`src/rtl/counter_pkg.sv`:
```
// Shared limits and digit-width helper for the cascaded mod-N counter.
package counter_pkg;

  localparam int unsigned MOD_MIN    = 2;
  localparam int unsigned MOD_MAX    = 16;
  localparam int unsigned DIGITS_MIN = 1;
  localparam int unsigned DIGITS_MAX = 8;

  function automatic int unsigned digit_width(input int unsigned modulus);
    return $clog2(modulus);
  endfunction

endpackage

```
`src/rtl/mod_n_digit.sv`:
```
// One mod-MOD digit: saturating parallel load, then enabled up/down step.
module mod_n_digit
  import counter_pkg::*;
#(
  parameter int unsigned MOD = 10,
  parameter int unsigned W   = digit_width(MOD)
) (
  input  logic         clk,
  input  logic         clr,
  input  logic         step,
  input  logic         up,
  input  logic         load,
  input  logic [W-1:0] d,
  output logic [W-1:0] q,
  output logic         at_max,
  output logic         at_min
);

  localparam logic [W-1:0] MAX_V = W'(MOD - 1);

  logic [W-1:0] cnt_q, cnt_d;
  logic [W-1:0] load_v;

  assign at_max = (cnt_q == MAX_V);
  assign at_min = (cnt_q == '0);
  assign q      = cnt_q;

  always_comb begin
    // Out-of-range load values clamp to the top digit value.
    load_v = ({1'b0, d} >= (W + 1)'(MOD)) ? MAX_V : d;
    cnt_d  = cnt_q;
    if (load) begin
      cnt_d = load_v;
    end else if (step) begin
      if (up) cnt_d = at_max ? '0    : cnt_q + 1'b1;
      else    cnt_d = at_min ? MAX_V : cnt_q - 1'b1;
    end
  end

  always_ff @(posedge clk or negedge clr) begin
    if (!clr) cnt_q <= '0;
    else      cnt_q <= cnt_d;
  end

endmodule

```
`src/rtl/mod_n_counter.sv`:
```
// Synchronous cascade of mod-MOD digits with terminal count and registered wrap pulse.
module mod_n_counter
  import counter_pkg::*;
#(
  parameter  int unsigned MOD    = 10,
  parameter  int unsigned DIGITS = 4,
  localparam int unsigned W      = digit_width(MOD)
) (
  input  logic              clk,
  input  logic              clr,
  input  logic              en,
  input  logic              up,
  input  logic              load,
  input  logic [DIGITS*W-1:0] din,
  output logic [DIGITS*W-1:0] q,
  output logic              tc,
  output logic              wrap
);

  logic [DIGITS-1:0] at_max, at_min, step;
  logic              wrap_d, wrap_q;

  // Each digit steps when every lower digit sits at its rollover value.
  always_comb begin
    logic lo_max, lo_min;
    lo_max = 1'b1;
    lo_min = 1'b1;
    step   = '0;
    for (int unsigned i = 0; i < DIGITS; i++) begin
      step[i] = en & (up ? lo_max : lo_min);
      lo_max  = lo_max & at_max[i];
      lo_min  = lo_min & at_min[i];
    end
  end

  assign tc     = en & ~load & (up ? &at_max : &at_min);
  assign wrap_d = tc;
  assign wrap   = wrap_q;

  always_ff @(posedge clk or negedge clr) begin
    if (!clr) wrap_q <= 1'b0;
    else      wrap_q <= wrap_d;
  end

  for (genvar g = 0; g < DIGITS; g++) begin : g_digit
    mod_n_digit #(
      .MOD (MOD),
      .W   (W)
    ) u_digit (
      .clk    (clk),
      .clr    (clr),
      .step   (step[g]),
      .up     (up),
      .load   (load),
      .d      (din[g*W +: W]),
      .q      (q[g*W +: W]),
      .at_max (at_max[g]),
      .at_min (at_min[g])
    );
  end

endmodule

```
`config.mk`:
```
export PLATFORM = sky130hd
export DESIGN_NAME = mod_n_counter
export DESIGN_NICKNAME = d
export VERILOG_FILES = /design/src/rtl/counter_pkg.sv /design/src/rtl/mod_n_digit.sv /design/src/rtl/mod_n_counter.sv
export SDC_FILE = /design/constraint.sdc
export NUM_CORES = 1
export LEC_CHECK = 0
export ABC_AREA = 1
export CORE_MARGIN = 2
export CORE_UTILIZATION = 49
export DETAILED_ROUTE_END_ITERATION = 10
export PLACE_DENSITY = 0.78
export SLEW_MARGIN = 15
export SYNTH_ARGS = -nofsm -noshare
export SYNTH_HDL_FRONTEND = slang
export SYNTH_SLANG_ARGS = --single-unit
export TNS_END_PERCENT = 20
```
`constraint.sdc`:
```
create_clock -name clk -period 1.7 [get_ports clk]
set_input_delay 0.17 -clock clk [delete_from_list [all_inputs] [get_ports clk]]
set_output_delay 0.17 -clock clk [all_outputs]
set_load 0.01 [all_outputs]
```
======== Word-level counts from Yosys, hierarchy flattened ========
Cells that the tools add are included.
cells by class
  $add $sub $neg .......................... 8
  multiply operators ...................... 0
  div/mod/pow operators ................... 0
  $lt $le $gt $ge ......................... 4
  equality and inequality tests ........... 4
  shift operators ......................... 0
  muxes and demuxes ....................... 28
  bitwise logic cells ..................... 10
  reduce and logical (&&, ||, !) cells .... 10
operators with widths
  kind                   count
  $mux W4                24
  $add A4 B1 Y4 const B  4
  $eq A4 B4 Y1 const B   4
  $ge A4 B4 Y1 const B   4
  $logic_not A4 Y1       4
  $sub A4 B1 Y4 const B  4
  $and A1 B1 Y1          9
  $reduce_and A4 Y1      2
  $reduce_bool A2 Y1     4
  $mux W1                4
  $not A1 Y1             1
storage, ports and cells
  flip-flop bits (word level) ............. 17
  bits in latches ......................... 0
  memory bits (writable) .................. 0
  memory bits (read-only) ................. 0
  output and inout bits ................... 18
  word-level logic and storage cells ...... 69
  memories kept ........................... 0

======== Logic depth before layout (Yosys ltp) ========
  depth after elaboration ................. 7
  gate-level depth with buffers ........... 10
  mapped depth without buffers ............ 10

======== By module ========
A second synthesis with hierarchy kept.
unflattened totals
  cell total of the unflattened synthesis .. 279
  area total of the unflattened synthesis .. 1626.6 µm²
by module, submodules not included
  module         instances  cells each  area an instance (µm²)  seq. area each (µm²)
  mod_n_digit    4          63          374.1                   100.1
  mod_n_counter  1          27          130.1                   25.0

======== Worst setup path before layout ========
No wires, ideal clock.
  path kind ............................... register to output
  from .................................... reg g_digit[3].u_digit.cnt_q[0]
  to ...................................... out tc
  arrival time ............................ 1198 ps
  required time ........................... 1530 ps
  path slack .............................. 332 ps
  cell stages (with the launch flop) ...... 6
  path buffers ............................ 0
  cells stage by stage .................... dfrtp_1 nor2_1 nand3_1 nand2_1 o2111ai_1 nor2_1
on the way
  cells in the longest elaborated chain, start to end .. 4
ends and longest elaborated chain
  what                                              RTL line                              source
  start, declared                                   mod_n_digit.sv:21                     logic [W-1:0] cnt_q, cnt_d;
  start signal, assigned                            mod_n_digit.sv:42                     else cnt_q <= cnt_d;
  $eq A4 B4 Y1 or $logic_not A4 Y1 (tied branches)  mod_n_digit.sv:24, mod_n_digit.sv:25
  $reduce_and A4 Y1                                 mod_n_counter.sv:36                   assign tc = en & ~load & (up ? &at_max : &at_min);
  $mux W1 (*)                                       mod_n_counter.sv:36
  $and A1 B1 Y1 (*)                                 mod_n_counter.sv:36
  end, declared                                     mod_n_counter.sv:16                   output logic tc,
Mark *: on every way between the ends. The rest lies on a longest branch, timed or not.

======== Worst setup path after layout ========
  from .................................... reg g_digit[1].u_digit.cnt_q[1]
  to ...................................... out tc
on the way
  cells in the longest elaborated chain, start to end .. 4
ends and longest elaborated chain
  what                                              RTL line
  start, declared                                   mod_n_digit.sv:21
  start signal, assigned                            mod_n_digit.sv:42
  $eq A4 B4 Y1 or $logic_not A4 Y1 (tied branches)  mod_n_digit.sv:24, mod_n_digit.sv:25
  $reduce_and A4 Y1                                 mod_n_counter.sv:36
  $mux W1 (*)                                       mod_n_counter.sv:36
  $and A1 B1 Y1 (*)                                 mod_n_counter.sv:36
Marks and branches as above.

==> out/results.ini <==
[floorplan]
dieArea_um2 = 3640
rows = 20
dieHeight_um = 60.3
core-area_um2 = 3030
start_util_pct = 51.3
dieWidth_um = 60.3
pin_count = 39

[setup_path]
path_buf_inv = 2
critPathLaunch = g_digit[1].u_digit.q[1]
path_delay_family = simple AND/OR/NAND/NOR gates
end_kind = output port
cp.arrival_ns = 1.63
path_class = reg -> out
crit_path_max_fanout = 3
cp_common_cell = nor2_2
slowest_delay_ns = 0.44
r2r_start = g_digit[1].u_digit.q[1]
cp.required_ns = 1.53
critPathLaunchType = flip-flop
crit_slowest_cell = dfrtp_1
path_cells = buf_4 -> nor2_2 -> nand2_1 -> nand2_2 -> o2111ai_1 -> nor2_2 -> buf_2

[grt]
globalRoute.totalOverflow = 0
first_global_vias = 1907
grt_usage_pct = 26.8
antenna_found_initial = 0
grt_max_degree = 23
grt_pass1_wl_um = 7550

[layout]
layout-drive-gt1-share_pct = 25.6
finalNetCount = 393
final_util_pct = 83.3
syn_to_final_growth_pct = 62.3
nFillCells = 218
diodes = 0

[clocking]
cts_tree = yes
clkTransAtPathRegs_ns = 0.12
cts_hold_buffers = 0
cts_max_path_buffers = 2
clk_latency_ns = 0.30
htreeDepth = 1
clock-sinks = 17
cts_made_buffers = 3
root_buffer = clkbuf_4

[pwr]
p_sw_uw = 740
p_leak_nw = 1.39
power_mw = 1.87
p_per_area_nw_per_um2 = 743
power_frac_clock_pct = 12.7
power_frac_seq_pct = 28.3
p_sw_share_pct = 39.5
intPower_mw = 1.13
comb_power_share_pct = 59.0
peakVddDrop_mv = 0.447

[sta]
fmax_mhz = 556
tightest_slew_ns = 0.313
timing.final.ws_setup_ns = -0.0993
layout_min_cycle_time_ns = 1.80
fin_crit_sh_pct = 106
report.final.slew_viol_count = 0
holdWs_ns = 0.180
slew_headroom_pct = 79.0
hold_viol = 0
fin_skew_ns = 0.00959
setup_viol = 1
rsz0062_at_grt = yes

[place]
portBuffers = 38
place_hpwl_um = 3420
place.gp.congestion = 0.914
pre_cts_slack_ns = -0.322

[route]
drcViolationCount = 0
wl_per_cell_um = 10.9
via_per_inst = 4.89
dr_total_vias = 2030
ant_nets = 0
finalWirelength_um = 4520
first_pass_iters = 4
drtIter0Drc = 134

[outcome]
status = complete, but fails checks
violations = setup timing

[flow_run]
maxCapViolCount = 0

[synthesis]
netlist_area_um2 = 1550
synth_top_family_by_area = simple AND/OR/NAND/NOR gates
synth.net_count = 288
synthSimpleGateAreaFrac_pct = 52.1
syn_avg_cell_area_um2 = 5.82
synthMuxAreaShare_pct = 0
ys_seq_area_share_pct = 27.4
synth_cell_types = 24
syn_inst = 267
synth_compound_area_share_pct = 11.2
ys_ff_latch = 17
synth_xor_area_share_pct = 0
synth_warnings = 0
synth_fa_ha_area_share_pct = 0

[hold_path]
hold_path.class = in -> async

-- layout by cell type (no fill, tap or decap) --
| master | count |
|---|---|
| nand2_1 | 106 |
| buf_4 | 67 |
| nand3_1 | 39 |
| clkdlybuf4s50_1 | 35 |
| inv_1 | 27 |
| nor2_1 | 20 |
| dfrtp_1 | 16 |
| o21ai_0 | 13 |
| nand2_2 | 7 |
| nor2_2 | 7 |
| o211ai_1 | 5 |
| a21oi_1 | 4 |
| nor2_4 | 3 |
| clkbuf_4 | 3 |
| inv_2 | 2 |
| a22oi_1 | 2 |
| o21ai_1 | 2 |
| dlymetal6s2s_1 | 2 |
| nand4_1 | 1 |
| o2111ai_1 | 1 |
| clkinv_1 | 1 |
| nand3_4 | 1 |
| nand2_4 | 1 |
| o221ai_1 | 1 |
| o21ai_2 | 1 |
| clkbuf_1 | 1 |
| dfrtp_2 | 1 |
| buf_2 | 1 |
| buf_12 | 1 |
-- cells in the mapped netlist --
master | count | area share [%]
nand2_4 | 1 | 0.72
nor2_4 | 2 | 1.4
a22oi_1 | 2 | 0.97
clkbuf_1 | 3 | 0.72
nand2_2 | 7 | 2.8
dfrtp_1 | 17 | 27
inv_1 | 27 | 6.5
o21ai_1 | 2 | 0.64
nand3_1 | 39 | 13
nand3_4 | 1 | 1.1
o21ai_0 | 13 | 4.2
o211ai_1 | 5 | 2.4
nor2_1 | 24 | 5.8
buf_6 | 1 | 0.72
nand2_1 | 106 | 26
o2111ai_1 | 1 | 0.56
nor2_2 | 4 | 1.6
o221ai_1 | 1 | 0.56
nand4_1 | 1 | 0.40
buf_2 | 2 | 0.64
a21oi_1 | 4 | 1.3
o21ai_2 | 1 | 0.56
inv_2 | 2 | 0.48
clkinv_1 | 1 | 0.24
-- sequential cells by signal, summed over array words and instances, names as in the netlist --
| name | count |
|---|---|
| wrap | 1 |
| g_digit.u_digit.q | 16 |
-- final timing paths --
path	to	slack, ns	cells past startpoint
min in group clk	g_digit[0].u_digit.q[1]	0.48	3
setup / recovery	tc	-0.1	7
setup reg to reg	wrap	0	11
hold reg to reg	g_digit[2].u_digit.q[3]	0.65	3
hold / removal	g_digit[0].u_digit.q[1]	0.18	2
max in group asynchronous	g_digit[2].u_digit.q[1]	1.30	2
-- repair_timing --
action | CTS | global route
pin swaps | 4 | 3
buffers inserted | 6 | 4
gates resized for setup | 5 | 7
setup endpoints to repair | 1 | 3
-- area by class of cell --
| type | instances | area [µm²] | share of cell area (%) |
|---|---|---|---|
| Inverter | 30 | 113 | 4.46 |
| Sequential cell | 17 | 427 | 16.9 |
| Clock buffer | 4 | 26.3 | 1.04 |
| Multi-Input combinational cell | 214 | 998 | 39.6 |
| Tap cell | 44 | 55.1 | 2.18 |
| Timing Repair Buffer | 106 | 903 | 35.8 |
-- power groups by stage --
stage / clock network (mW) / logic, mW / registers (mW)
2_1_floorplan: 0 / 0.439 / 0.589
3_3_place_gp: 0 / 1.03 / 0.537
3_5_place_dp: 0 / 1.05 / 0.538
4_1_cts: 0.236 / 1.06 / 0.529
5_1_grt: 0.255 / 1.23 / 0.538
6_report: 0.238 / 1.11 / 0.530
-- through the flow --
step	TNS (ns)	cell area, µm²	instances
floorplan	0	1550	267
global placement	-0.291	2400	401
detailed placement	-0.327	2400	401
CTS	-0.0249	2470	411
global route	-0.236	2520	415
finish	-0.0993	2520	415
-- logic make-up (layout without fill, tap and decap cells) --
logic type             count (synthesis)  count (layout)
AOI/OAI and AO/OA                     29              29
DFF                                   17              17
and+or+nand+nor                      185             185
buffers and inverters                 36             140
-- metal layers --
layer / GRT usage, % / routed length [µm] / vias up
met2: 48.3 / 2270 / 61
li1: - / - / 1067
met1: 32.5 / 1980 / 892
met5: 0 / 0 / -
met4: 8.57 / 67 / 0
met3: 4.11 / 202 / 10
Note: power is estimated with default switching activity, not from simulation.
